<file path="config.mk">
export PLATFORM = sky130hd
export DESIGN_NAME = sar_sample_averager_flat
export DESIGN_NICKNAME = d
export VERILOG_FILES = /design/src/rtl/sar_sample_averager_if.sv /design/src/rtl/sar_sample_averager.sv /design/src/flat_wrapper.sv
export SDC_FILE = /design/constraint.sdc
export NUM_CORES = 1
export LEC_CHECK = 0
export BUFFER_PORTS_ARGS = -buffer_cell sky130_fd_sc_hd__buf_2
export CAP_MARGIN = 20
export CELL_PAD_IN_SITES_DETAIL_PLACEMENT = 2
export CELL_PAD_IN_SITES_GLOBAL_PLACEMENT = 2
export CORE_ASPECT_RATIO = 1.2
export CORE_UTILIZATION = 35
export CTS_BUF_LIST = sky130_fd_sc_hd__clkbuf_16
export CTS_CLUSTER_DIAMETER = 100
export CTS_CLUSTER_SIZE = 30
export DETAILED_ROUTE_END_ITERATION = 7
export PLACE_DENSITY = 0.77
export SYNTH_ARGS = -nofsm -noshare
export SYNTH_HDL_FRONTEND = slang
export SYNTH_SLANG_ARGS = --single-unit
</file>
<file path="constraint.sdc">
create_clock -name clk -period 3.1 [get_ports clk]
set_clock_uncertainty 0.2 [all_clocks]
set_input_delay 0.155 -clock clk [delete_from_list [all_inputs] [get_ports clk]]
set_output_delay 0.155 -clock clk [all_outputs]
set_load 0.005 [all_outputs]
</file>
<file path="src/rtl/sar_sample_averager_if.sv">
// sar_sample_averager_if: block result bus with valid/ready handshake and overrun flag
interface sar_sample_averager_if #(
    parameter int DW = 8
);
    logic [DW-1:0] avg_data;
    logic [DW-1:0] avg_min;
    logic [DW-1:0] avg_max;
    logic          avg_valid;
    logic          avg_ready;
    logic          overrun;

    modport master (
        output avg_data, avg_min, avg_max, avg_valid, overrun,
        input  avg_ready
    );

    modport slave (
        input  avg_data, avg_min, avg_max, avg_valid, overrun,
        output avg_ready
    );
endinterface

</file>
<file path="src/rtl/sar_sample_averager.sv">
// sar_sample_averager: block average/min/max of synchronized SAR ADC samples
module sar_sample_averager #(
    parameter int LOG2N = 4,
    parameter int DW = 8
) (
    input  logic                 clk,
    input  logic                 rst_n,
    input  logic                 en,
    input  logic [DW-1:0]        adc_data,
    input  logic                 adc_done,
    sar_sample_averager_if.master res
);
    localparam int AW = DW + LOG2N;
    localparam int CW = LOG2N > 0 ? LOG2N : 1;
    localparam logic [CW-1:0] LAST = CW'((1 << LOG2N) - 1);

    typedef enum logic {IDLE, ACCUM} state_t;

    state_t        state, state_n;
    logic [2:0]    sync;
    logic          smp, last, done;
    logic [AW-1:0] acc, sum;
    logic [CW-1:0] cnt;
    logic [DW-1:0] mn, mx, mn_n, mx_n;

    assign smp = sync[1] & ~sync[2];

    // two flops resolve metastability on adc_done, the third detects its rising edge
    always_ff @(posedge clk or negedge rst_n)
        if (!rst_n) sync <= '0;
        else        sync <= {sync[1:0], adc_done};

    // state register
    always_ff @(posedge clk or negedge rst_n)
        if (!rst_n) state <= IDLE;
        else        state <= state_n;

    // next state, block-end detection and the running sum/min/max including the current sample
    always_comb begin
        state_n = en ? ACCUM : IDLE;
        last    = cnt == LAST;
        done    = state == ACCUM && smp && last;
        sum     = acc + AW'(adc_data);
        mn_n    = (cnt == '0 || adc_data < mn) ? adc_data : mn;
        mx_n    = (cnt == '0 || adc_data > mx) ? adc_data : mx;
    end

    // accumulate samples, publish completed blocks and run the result handshake
    always_ff @(posedge clk or negedge rst_n)
        if (!rst_n) begin
            acc           <= '0;
            cnt           <= '0;
            mn            <= '0;
            mx            <= '0;
            res.avg_data  <= '0;
            res.avg_min   <= '0;
            res.avg_max   <= '0;
            res.avg_valid <= 1'b0;
            res.overrun   <= 1'b0;
        end else if (state == IDLE) begin
            acc           <= '0;
            cnt           <= '0;
            mn            <= '0;
            mx            <= '0;
            res.avg_data  <= '0;
            res.avg_min   <= '0;
            res.avg_max   <= '0;
            res.avg_valid <= 1'b0;
            res.overrun   <= 1'b0;
        end else begin
            if (smp) begin
                acc <= last ? '0 : sum;
                cnt <= last ? '0 : cnt + CW'(1);
                mn  <= mn_n;
                mx  <= mx_n;
            end
            if (done) begin
                res.avg_data  <= DW'(sum >> LOG2N);
                res.avg_min   <= mn_n;
                res.avg_max   <= mx_n;
                res.avg_valid <= 1'b1;
                if (res.avg_valid && !res.avg_ready) res.overrun <= 1'b1;
            end else if (res.avg_valid && res.avg_ready) begin
                res.avg_valid <= 1'b0;
            end
        end
endmodule

</file>
<file path="src/flat_wrapper.sv">
// flat-port wrapper written by rule: the top's interface ports become plain ports
module sar_sample_averager_flat 
#(
    parameter int LOG2N = 4,
    parameter int DW = 8
)
  (clk, rst_n, en, adc_data, adc_done, res_avg_data, res_avg_min, res_avg_max, res_avg_valid, res_overrun, res_avg_ready);
  sar_sample_averager_if #(.DW(DW)) res_i ();
  input  logic clk;
  input  logic rst_n;
  input  logic en;
  input  logic [DW-1:0] adc_data;
  input  logic adc_done;
  output wire logic [$bits(res_i.avg_data)-1:0] res_avg_data;
  output wire logic [$bits(res_i.avg_min)-1:0] res_avg_min;
  output wire logic [$bits(res_i.avg_max)-1:0] res_avg_max;
  output wire logic [$bits(res_i.avg_valid)-1:0] res_avg_valid;
  output wire logic [$bits(res_i.overrun)-1:0] res_overrun;
  input wire logic [$bits(res_i.avg_ready)-1:0] res_avg_ready;
  assign res_avg_data = res_i.avg_data;
  assign res_avg_min = res_i.avg_min;
  assign res_avg_max = res_i.avg_max;
  assign res_avg_valid = res_i.avg_valid;
  assign res_overrun = res_i.overrun;
  assign res_i.avg_ready = res_avg_ready;
  sar_sample_averager #(.LOG2N(LOG2N), .DW(DW)) u_core (.clk(clk), .rst_n(rst_n), .en(en), .adc_data(adc_data), .adc_done(adc_done), .res(res_i));
endmodule
</file>
==> results of run 1 <==
-- cell families (layout without fill, tap and decap cells) --
group / Yosys count / in the layout / synth area share (%)
multiplexers: 16 / 16 / 4.70
adder cells (fa/ha/maj): 26 / 26 / 9.78
flip-flops: 62 / 62 / 45.6
AO/OA/AOI/OAI: 94 / 94 / 16.6
AND/OR/NAND/NOR: 115 / 115 / 16.5
buffers and inverters: 35 / 84 / 4.26
XOR/XNOR: 10 / 10 / 2.57
-- critical path, stage by stage, from the launching register on --
cell                       delay [ps]
sky130_fd_sc_hd__dfrtp_1          380
sky130_fd_sc_hd__ha_1             230
sky130_fd_sc_hd__fa_1             440
sky130_fd_sc_hd__a211oi_1         290
sky130_fd_sc_hd__o21ai_0          140
sky130_fd_sc_hd__a31oi_1          450
sky130_fd_sc_hd__nor2_1           150
sky130_fd_sc_hd__xnor2_1          150
sky130_fd_sc_hd__o21ai_0           90
-- final cells by class --
class / instances / area, um^2
timing repair buffer: 51 / 298
fill: 1061 / 5390
tap: 123 / 154
multi-input combinational: 261 / 1710
clock buffer: 9 / 225
clock inverter: 7 / 81.3
sequential: 62 / 1550
inverter: 17 / 63.8
-- repair_timing --
action / CTS / global route
gates resized for setup: 0 / 0
buffers inserted: 0 / 0
hold endpoints to repair: 66 / 0
hold buffers: 4 / 0
endpoints found under the setup margin: 0 / 0
-- per-layer routing --
layer | vias up | part of all wire, %
met5 | - | 0
met4 | 0 | 2.0
met3 | 13 | 2.1
met2 | 37 | 53
met1 | 1495 | 42
li1 | 1370 | -
-- sequential cells by signal, indices dropped and copies added, names as in the netlist, 3 cells and up --
signal / cells
u_core.res.avg_min: 8
u_core.res.avg_data: 8
u_core.mn: 8
u_core.sync: 3
u_core.mx: 8
u_core.cnt: 4
u_core.res.avg_max: 8
u_core.acc: 12
-- worst paths after layout --
| kind | slack (ps) | cells past startpoint | endpoint | start |
|---|---|---|---|---|
| setup reg to reg | 440 | 8 | u_core.res.avg_data[6] | u_core.acc[0] |
| max in group asynchronous | 1970 | 3 | u_core.res.avg_data[3] | rst_n |
| min in group asynchronous | 60 | 2 | u_core.res.avg_min[6] | rst_n |
| setup / recovery | 440 | 8 | u_core.res.avg_data[6] | u_core.acc[0] |
| hold reg to reg | 150 | 0 | u_core.sync[1] | u_core.sync[0] |
| hold / removal | 30 | 3 | u_core.res.avg_min[6] | adc_data[6] |
-- power groups by stage --
stage | Combinational (W) | Sequential [W] | Clock [W]
after CTS | 0.000272 | 0.000852 | 0.00108
after global placement | 0.000247 | 0.000864 | 0
after detailed placement | 0.000263 | 0.000866 | 0
after global routing | 0.000300 | 0.000855 | 0.00111
after floorplan | 0.000164 | 0.000860 | 0
final | 0.000269 | 0.000853 | 0.00105
-- cell usage in the layout, fill, tap and decap left out, drive strengths merged, types with 10 or more instances in the layout --
master and n:
dfrtp 62, buf 47, o21ai 41, nand2 39, nand3 36, ha 25
inv 19, a21oi 17, mux2i 16, nor2 10
-- stage by stage --
stage / cell area, um^2 / util [%]
2_1_floorplan: 3400 / -
3_3_place_gp: 3730 / 39.4
3_5_place_dp: 3730 / 39.4
4_1_cts: 4070 / 43.0
5_1_grt: 4080 / 43.1
6_report: 4080 / 43.1
==> run_results.csv, run 1 <==
group,metric,value,unit
run_status,outcome,"completed",
floorplanning,rows,39,
sta,fmax,375,MHz
critical_path,setup.worst_path.end_class,"register",
sta,final.setup.worst_slack,437,ps
yosys,synth.yosys.warnings,0,
sta,timing.final.setup_violations,0,
global_routing,antenna_found_initial,0,
critical_path,timing.critical_path.arrival,2640,ps
sta,timing.setup.tns,0,ps
yosys,synthTopCellsByCount,"sky130_fd_sc_hd__dfrtp_1, sky130_fd_sc_hd__nand2_1, sky130_fd_sc_hd__o21ai_0",
global_routing,pin_count_of_the_biggest_net_entering_global_routing,52,
critical_path,start_kind,"register",
sta,worst_slew_margin_rel,42.1,%
yosys,synth.avg_cell_area,9.51,um^2
power_and_ir_drop,power.internal,0.00162,W
yosys,yosys.area.top_type,"sky130_fd_sc_hd__dfrtp_1",
power_and_ir_drop,power_frac_seq,39.3,%
power_and_ir_drop,power_switching_share,25.2,%
detailed_routing,detail_route.vias_per_cell,5.50,
power_and_ir_drop,clock_power_share,48.3,%
floorplanning,die_w,92.0,um
sta,drv_slew,0,
detailed_routing,drc_errors,0,
power_and_ir_drop,pwr-share-comb,12.4,%
sta,timing.final.crit_period,2660,ps
sta,rsz_0062_raised_after_global_routing,"false",
yosys,synth_enable_flop_cells,0,
floorplanning,die_area,0.0101,mm^2
detailed_routing,wl,10000,um
global_routing,global_route.usage.met3,4.53,%
clock_network,clockBufferDepth,2,
sta,post-route-period-util,85.9,%
yosys,synth_flop_cell,"sky130_fd_sc_hd__dfrtp_1",
yosys,post_synth_num_cell_types,44,
critical_path,critical_path_class,"register to register",
power_and_ir_drop,irDropWorstVdd,0.251,mV
placement,place.detailed.hpwl,7120,um
clock_network,cts_tree,"yes",
cells_and_area,drive_above_1_share,15.5,%
critical_path,crit_required,3080,ps
clock_network,tritoncts_num_sinks,62,
detailed_routing,drtAntennaViolNets,0,
worst_hold_path,hold_path_class,"input pin to register",
sta,finalHoldViolations,0,
placement,place_worst_setup_slack,437,ps
floorplanning,coreArea,0.00947,mm^2
power_and_ir_drop,switchingPower,0.000547,W
yosys,number_of_flip_flops_and_latches_in_the_synthesized_netlist,62,
power_and_ir_drop,cellLeakagePower,1.92,nW
yosys,mappedNetlistNets,397,
clock_network,cts_buffers,9,
job,maxCapViolCount,0,
detailed_routing,firstDrtPassIters,4,
cells_and_area,stdcell_count,530,
power_and_ir_drop,totalPowerFinal,0.00217,W
floorplanning,io-pin-count,39,
yosys,yosysSeqAreaShare,45.6,%
yosys,yosys-top-cells-area,"sky130_fd_sc_hd__dfrtp_1, sky130_fd_sc_hd__ha_1, sky130_fd_sc_hd__o21ai_0",
cells_and_area,antenna-diode-count,0,
global_routing,use_met2,39.8,%
clock_network,cts-root-buf,"sky130_fd_sc_hd__clkbuf_16",
detailed_routing,post_drt_wl_per_cell,18.9,um
clock_network,cts.clk_slew.worst_paths,50,ps
placement,gpl.final_weighted_congestion,0.816,
yosys,synthesis.area,0.00340,mm^2
clock_network,clock_tree.htree_level_count,3,
sta,worst-slew-pin-transition,869,ps
placement,io_buffers,38,
yosys,synth.most_common_cell,"sky130_fd_sc_hd__dfrtp_1",
cells_and_area,num-nets-final,441,
power_and_ir_drop,power.density_cell_area,531,mW/mm^2
cells_and_area,synth_to_final_area_change,19.9,%
floorplanning,start_util,36.0,%
global_routing,grt_pass1_wl,16400,um
global_routing,grt.met1_usage,24.2,%
global_routing,grt-ovfl-total,0,
global_routing,track_usage,21.4,%
yosys,synthesis.instances,358,
detailed_routing,dr_total_vias,2915,
floorplanning,die_y,110,um
placement,dpl.cell_count,509,
global_routing,grt_pass1_vias,3211,
sta,worst_hold_slack,25.9,ps
yosys,synthDominantCellAreaShare,45.6,%
critical_path,path_max_fanout,5,
yosys,async_flop_share,100,%
global_routing,grt_most_used_layer,"met2",
clock_network,insertion_delay,330,ps
detailed_routing,first_iter_violations,87,
(Power assumes the default switching activity.)
==> run 2, diff against run 1 <==
--- a/config.mk
+++ b/config.mk
@@ -10,12 +10,12 @@
 export CELL_PAD_IN_SITES_DETAIL_PLACEMENT = 2
 export CELL_PAD_IN_SITES_GLOBAL_PLACEMENT = 2
 export CORE_ASPECT_RATIO = 1.2
-export CORE_UTILIZATION = 35
+export CORE_UTILIZATION = 37
 export CTS_BUF_LIST = sky130_fd_sc_hd__clkbuf_16
 export CTS_CLUSTER_DIAMETER = 100
 export CTS_CLUSTER_SIZE = 30
 export DETAILED_ROUTE_END_ITERATION = 7
-export PLACE_DENSITY = 0.77
+export PLACE_DENSITY = 0.81
 export SYNTH_ARGS = -nofsm -noshare
 export SYNTH_HDL_FRONTEND = slang
 export SYNTH_SLANG_ARGS = --single-unit
==> run 2 against run 1 <==
  * Global-route usage increased by 2.5 points
  * Power fell by 6.9%
  * Via count is 0.17% higher
  * Critical path depth stayed put
  * Worst hold slack lost 19 ps
  * Final cell count decreased by 0.38%
  * Register-to-register slack gained 20 ps
  * Wire length increased by 1.1%
  * Sequential power about the same
  * Combinational power about the same
  * Critical endpoint unchanged
  * Die area is 5.3% lower
  * Clock power is 15% lower
==> run_results.csv, run 2 (synthesis gave the netlist of run 1 again) <==
group,metric,value,unit
run_status,outcome,"completed",
global_routing,antenna_found_initial,0,
global_routing,track_usage,24.0,%
critical_path,crit_required,3160,ps
power_and_ir_drop,power.density_cell_area,500,mW/mm^2
clock_network,cts_setup_buffers,0,
power_and_ir_drop,power_switching_share,27.9,%
clock_network,cts-root-buf,"sky130_fd_sc_hd__clkbuf_16",
floorplanning,io-pin-count,39,
detailed_routing,post_drt_wl_per_cell,19.2,um
floorplanning,die_w,89.6,um
sta,drv_slew,0,
sta,post-route-period-util,85.4,%
critical_path,timing.critical_path.arrival,2710,ps
detailed_routing,drc_errors,0,
sta,finalHoldViolations,0,
global_routing,grt-ovfl-total,0,
cells_and_area,utilization,44.9,%
critical_path,cp_slowest_stage_delay,450,ps
clock_network,clockBufferDepth,2,
detailed_routing,drtAntennaViolNets,0,
power_and_ir_drop,power.internal,0.00146,W
cells_and_area,largest_register_ffs,12,
sta,worst_slew_margin_rel,38.3,%
placement,gpl.final_weighted_congestion,0.828,
sta,rsz_0062_raised_after_global_routing,"false",
placement,io_buffers,38,
power_and_ir_drop,pwr-share-comb,13.4,%
global_routing,pin_count_of_the_biggest_net_entering_global_routing,41,
worst_hold_path,hold_path_class,"input pin to register",
detailed_routing,detail_route.vias_per_cell,5.53,
sta,worst-slew-pin-transition,925,ps
cells_and_area,drive_above_1_share,15.7,%
power_and_ir_drop,irDropWorstVdd,0.261,mV
power_and_ir_drop,clock_power_share,44.4,%
clock_network,tritoncts_num_sinks,62,
power_and_ir_drop,totalPowerFinal,0.00202,W
cells_and_area,layout_commonest_cell,"sky130_fd_sc_hd__dfrtp_1",
cells_and_area,synth_to_final_area_change,18.6,%
critical_path,path_max_fanout,5,
cells_and_area,num-nets-final,442,
placement,postPlaceCellArea,0.00373,mm^2
cells_and_area,registers.top_by_ff_count,"u_core.acc",
cells_and_area,layout.cell_area.non_filler,0.00404,mm^2
critical_path,critical_path.most_common_cell,"sky130_fd_sc_hd__o21ai_0",
floorplanning,rows,38,
critical_path,cp_cell_sequence,"ha_1 -> fa_1 -> a211oi_1 -> o21ai_0 -> a31oi_1 -> nor2_1 -> xnor2_1 -> o21ai_0",
detailed_routing,dr_total_vias,2920,
floorplanning,coreArea,0.00899,mm^2
detailed_routing,firstDrtPassIters,4,
floorplanning,die_y,107,um
critical_path,start_kind,"register",
critical_path,setup.worst_path.end_class,"register",
clock_network,insertion_delay,340,ps
power_and_ir_drop,switchingPower,0.000563,W
clock_network,clock_tree.htree_level_count,3,
sta,final.setup.worst_slack,453,ps
global_routing,grt_pass1_wl,16900,um
clock_network,cts_repair_resize_count,0,
global_routing,grt_pass1_vias,3301,
sta,timing.final.setup_violations,0,
sta,timing.final.crit_period,2650,ps
power_and_ir_drop,cellLeakagePower,1.90,nW
clock_network,cts_buffers,9,
placement,place_worst_setup_slack,471,ps
sta,timing.setup.tns,0,ps
clock_network,cts.clk_slew.worst_paths,60,ps
clock_network,cts_tree,"yes",
detailed_routing,first_iter_violations,78,
cells_and_area,most-common-layout-cells,"sky130_fd_sc_hd__dfrtp_1, sky130_fd_sc_hd__nand2_1, sky130_fd_sc_hd__o21ai_0, sky130_fd_sc_hd__buf_2, sky130_fd_sc_hd__nand3_1",
critical_path,critical_path_class,"register to register",
power_and_ir_drop,power_frac_seq,42.2,%
clock_network,postCtsHoldBufs,4,
floorplanning,die_area,0.00959,mm^2
job,maxCapViolCount,0,
floorplanning,start_util,37.9,%
cells_and_area,antenna-diode-count,0,
critical_path,crit_slowest_cell,"sky130_fd_sc_hd__fa_1",
sta,fmax,378,MHz
detailed_routing,wl,10100,um
placement,place.detailed.hpwl,7230,um
## run 2: path summary, 6_finish.rpt
path                                 from                      to  slack [ps]  cells after the start
max                         u_core.acc[0]  u_core.res.avg_data[6]         450                      8
min                           adc_data[6]   u_core.res.avg_min[6]           6                      3
max reg2reg                 u_core.acc[0]  u_core.res.avg_data[6]         450                      8
min reg2reg                u_core.sync[0]          u_core.sync[1]         150                      0
max in group asynchronous           rst_n   u_core.res.avg_max[1]        1780                      3
min in group asynchronous           rst_n   u_core.res.avg_min[4]         180                      2
## run 2: critical path, delay by kind of cell, from the launching register on
| family | cells | cell delay (ps) |
|---|---|---|
| AO/OA/AOI/OAI | 4 | 1020 |
| adder cells (fa/ha/maj) | 2 | 670 |
| flip-flops | 1 | 380 |
| AND/OR/NAND/NOR | 1 | 150 |
| XOR/XNOR | 1 | 150 |
## run 2: layer usage
metal,GRT usage [%],wire (um),share of wire (%),up-vias
met1,27.9,4250,42,1495
met3,3.85,214,2.1,20
met4,11.3,264,2.6,0
met2,41.9,5420,53,40
met5,0,0,0,-
li1,-,-,-,1365
## run 2: final cells by class
cell class                 count  area, um^2
clock buffer                   9         225
clock inverter                 7        33.8
fill                         995        4950
inverter                      17        63.8
multi-input combinational    261        1710
sequential                    62        1550
tap                          120         150
timing repair buffer          52         305
## run 2: power groups by stage
stage | combinational (W) | sequential (W) | clock (W)
2_1_floorplan | 0.000164 | 0.000860 | 0
3_3_place_gp | 0.000247 | 0.000864 | 0
3_5_place_dp | 0.000266 | 0.000866 | 0
4_1_cts | 0.000274 | 0.000852 | 0.000915
5_1_grt | 0.000303 | 0.000855 | 0.000949
6_report | 0.000271 | 0.000853 | 0.000896
## run 2: metrics by stage
| step | hold WS (ps) | std cells |
|---|---|---|
| floorplan | -341 | 358 |
| global placement | 16.9 | 507 |
| detailed placement | 24.7 | 507 |
| CTS | 4.42 | 527 |
| global route | 13.9 | 528 |
| finish | 6.49 | 528 |
==> run 3, diff against run 2 <==
--- a/config.mk
+++ b/config.mk
@@ -5,17 +5,17 @@
 export SDC_FILE = /design/constraint.sdc
 export NUM_CORES = 1
 export LEC_CHECK = 0
-export BUFFER_PORTS_ARGS = -buffer_cell sky130_fd_sc_hd__buf_2
 export CAP_MARGIN = 20
 export CELL_PAD_IN_SITES_DETAIL_PLACEMENT = 2
 export CELL_PAD_IN_SITES_GLOBAL_PLACEMENT = 2
 export CORE_ASPECT_RATIO = 1.2
-export CORE_UTILIZATION = 37
+export CORE_UTILIZATION = 40
 export CTS_BUF_LIST = sky130_fd_sc_hd__clkbuf_16
 export CTS_CLUSTER_DIAMETER = 100
 export CTS_CLUSTER_SIZE = 30
 export DETAILED_ROUTE_END_ITERATION = 7
-export PLACE_DENSITY = 0.81
+export DONT_BUFFER_PORTS = 1
+export PLACE_DENSITY = 0.8
 export SYNTH_ARGS = -nofsm -noshare
 export SYNTH_HDL_FRONTEND = slang
 export SYNTH_SLANG_ARGS = --single-unit
==> run 3 against run 2 <==
  * Wire length up 8.7%
  * Via count decreased by 1.7%
  * Power rose by 4.4%
  * Core utilization up 3.6 points
  * Clock power up 9.4%
  * Critical path depth rose by 2
  * Clock-buffer cell count unchanged
  * Register-to-register slack better by 97 ps
  * Critical path type is now input pin to register
  * Largest cell class unchanged
  * Highest routed layer unchanged
==> run_results.csv, run 3 (synthesis gave the netlist of run 1 again) <==
group,metric,value,unit
power_and_ir_drop,cellLeakagePower,1.77,nW
cells_and_area,num-nets-final,412,
cells_and_area,synth_to_final_area_change,17.0,%
global_routing,grt-ovfl-total,0,
global_routing,antenna_found_initial,0,
floorplanning,die_y,103,um
detailed_routing,first_iter_violations,106,
cells_and_area,largest_register_ffs,12,
detailed_routing,wl,11000,um
placement,place_worst_setup_slack,603,ps
clock_network,insertion_delay,340,ps
run_status,outcome,"completed",
clock_network,cts_buffers,9,
sta,final.setup.worst_slack,416,ps
sta,timing.final.crit_period,2680,ps
global_routing,pin_count_of_the_biggest_net_entering_global_routing,63,
sta,worst-slew-pin-transition,967,ps
clock_network,clockBufferDepth,2,
detailed_routing,drc_errors,0,
clock_network,cts_tree,"yes",
global_routing,grt_pass1_vias,3304,
clock_network,cts.clk_slew.worst_paths,60,ps
detailed_routing,detail_route.vias_per_cell,5.83,
cells_and_area,most-common-layout-cells,"sky130_fd_sc_hd__dfrtp_1, sky130_fd_sc_hd__nand2_1, sky130_fd_sc_hd__o21ai_0, sky130_fd_sc_hd__nand3_1, sky130_fd_sc_hd__ha_1",
clock_network,clock_tree.htree_level_count,3,
detailed_routing,post_drt_wl_per_cell,22.4,um
floorplanning,io-pin-count,39,
sta,post-route-period-util,86.6,%
critical_path,r2r_setup_slack,550,ps
critical_path,start_kind,"input pin",
clock_network,cts-root-buf,"sky130_fd_sc_hd__clkbuf_16",
critical_path,setup.worst_path.end_class,"register",
floorplanning,die_area,0.00889,mm^2
cells_and_area,layout.cell_area.non_filler,0.00398,mm^2
power_and_ir_drop,irDropWorstVdd,0.423,mV
critical_path,timing.critical_path.arrival,2740,ps
critical_path,crit_required,3160,ps
placement,postPlaceCellArea,0.00353,mm^2
detailed_routing,drtAntennaViolNets,0,
sta,worst_slew_margin_rel,35.1,%
sta,timing.setup.tns,0,ps
floorplanning,start_util,41.5,%
placement,place.detailed.hpwl,6620,um
power_and_ir_drop,power.density_cell_area,529,mW/mm^2
critical_path,path_max_fanout,5,
clock_network,tritoncts_num_sinks,62,
sta,drv_slew,0,
floorplanning,rows,36,
floorplanning,coreArea,0.00820,mm^2
global_routing,track_usage,26.8,%
cells_and_area,registers.top_by_ff_count,"u_core.acc",
sta,worst_hold_slack,108,ps
cells_and_area,layout_commonest_cell,"sky130_fd_sc_hd__dfrtp_1",
critical_path,critical_path_class,"input pin to register",
placement,io_buffers,0,
sta,rsz_0062_raised_after_global_routing,"false",
floorplanning,die_w,86.2,um
cells_and_area,antenna-diode-count,0,
cells_and_area,drive_above_1_share,6.88,%
worst_hold_path,hold_path_class,"input pin to register",
placement,gpl.final_weighted_congestion,0.862,
sta,fmax,373,MHz
detailed_routing,firstDrtPassIters,4,
sta,timing.final.setup_violations,0,
sta,finalHoldViolations,0,
job,maxCapViolCount,0,
global_routing,grt_pass1_wl,17500,um
detailed_routing,dr_total_vias,2869,
clock_network,cts_setup_buffers,0,
## run 3: cell count changes in the layout (fill, tap and decap cells not counted), moves of 2 or more
cell and delta:
sky130_fd_sc_hd__buf_2 -38, sky130_fd_sc_hd__dlygate4sd3_1 +8, sky130_fd_sc_hd__buf_16 +2, sky130_fd_sc_hd__buf_4 -2
## run 3: path summary, 6_finish.rpt
kind	startpoint	to	depth (start not counted)
setup / recovery	adc_data[0]	u_core.res.avg_data[6]	10
hold / removal	adc_data[3]	u_core.acc[3]	3
min in group asynchronous	rst_n	u_core.mn[3]	2
max in group asynchronous	rst_n	u_core.mn[1]	2
hold reg to reg	u_core.sync[0]	u_core.sync[1]	0
setup reg to reg	u_core.acc[0]	u_core.res.avg_data[6]	9
## run 3: what timing repair did
action | in CTS | in global routing
setup endpoints to repair | 0 | 0
hold endpoints to repair | 98 | 0
gates resized for setup | 0 | 0
hold buffers | 13 | 0
## run 3: layer usage
| metal | part of all wire [%] | GRT usage (%) |
|---|---|---|
| met1 | 40 | 29.4 |
| met2 | 54 | 50.4 |
| met3 | 3.3 | 6.08 |
| met4 | 2.5 | 10.0 |
| met5 | 0 | 0 |
## run 3: worst max-delay path: stages
cell	delay [ps]
sky130_fd_sc_hd__dlygate4sd3_1	630
sky130_fd_sc_hd__ha_1	300
sky130_fd_sc_hd__fa_1	460
sky130_fd_sc_hd__a211oi_1	340
sky130_fd_sc_hd__o21ai_0	180
sky130_fd_sc_hd__a31oi_1	200
sky130_fd_sc_hd__buf_4	160
sky130_fd_sc_hd__nor2_1	70
sky130_fd_sc_hd__xnor2_1	120
sky130_fd_sc_hd__o21ai_0	130
## run 3: where the power goes
part | internal [W] | switching [W] | total, W
combinational | 0.000102 | 0.000173 | 0.000275
sequential | 0.000833 | 0.0000209 | 0.000854
clock | 0.000609 | 0.000371 | 0.000980
## run 3: cell type report
type / instances / area, um^2
multi-input cells: 261 / 1710
inverters: 17 / 63.8
clock buffers: 9 / 225
well taps: 114 / 143
fillers: 895 / 4220
clock inverters: 7 / 56.3
flip-flops and latches: 62 / 1550
repair buffers: 22 / 235
## run 3: stage by stage
stage	total power, W	cells	utilization (%)
floorplan	0.00102	358	-
global route	0.00219	492	48.6
detailed placement	0.00109	462	43.0
global placement	0.00108	462	43.0
CTS	0.00212	491	48.2
finish	0.00211	492	48.6
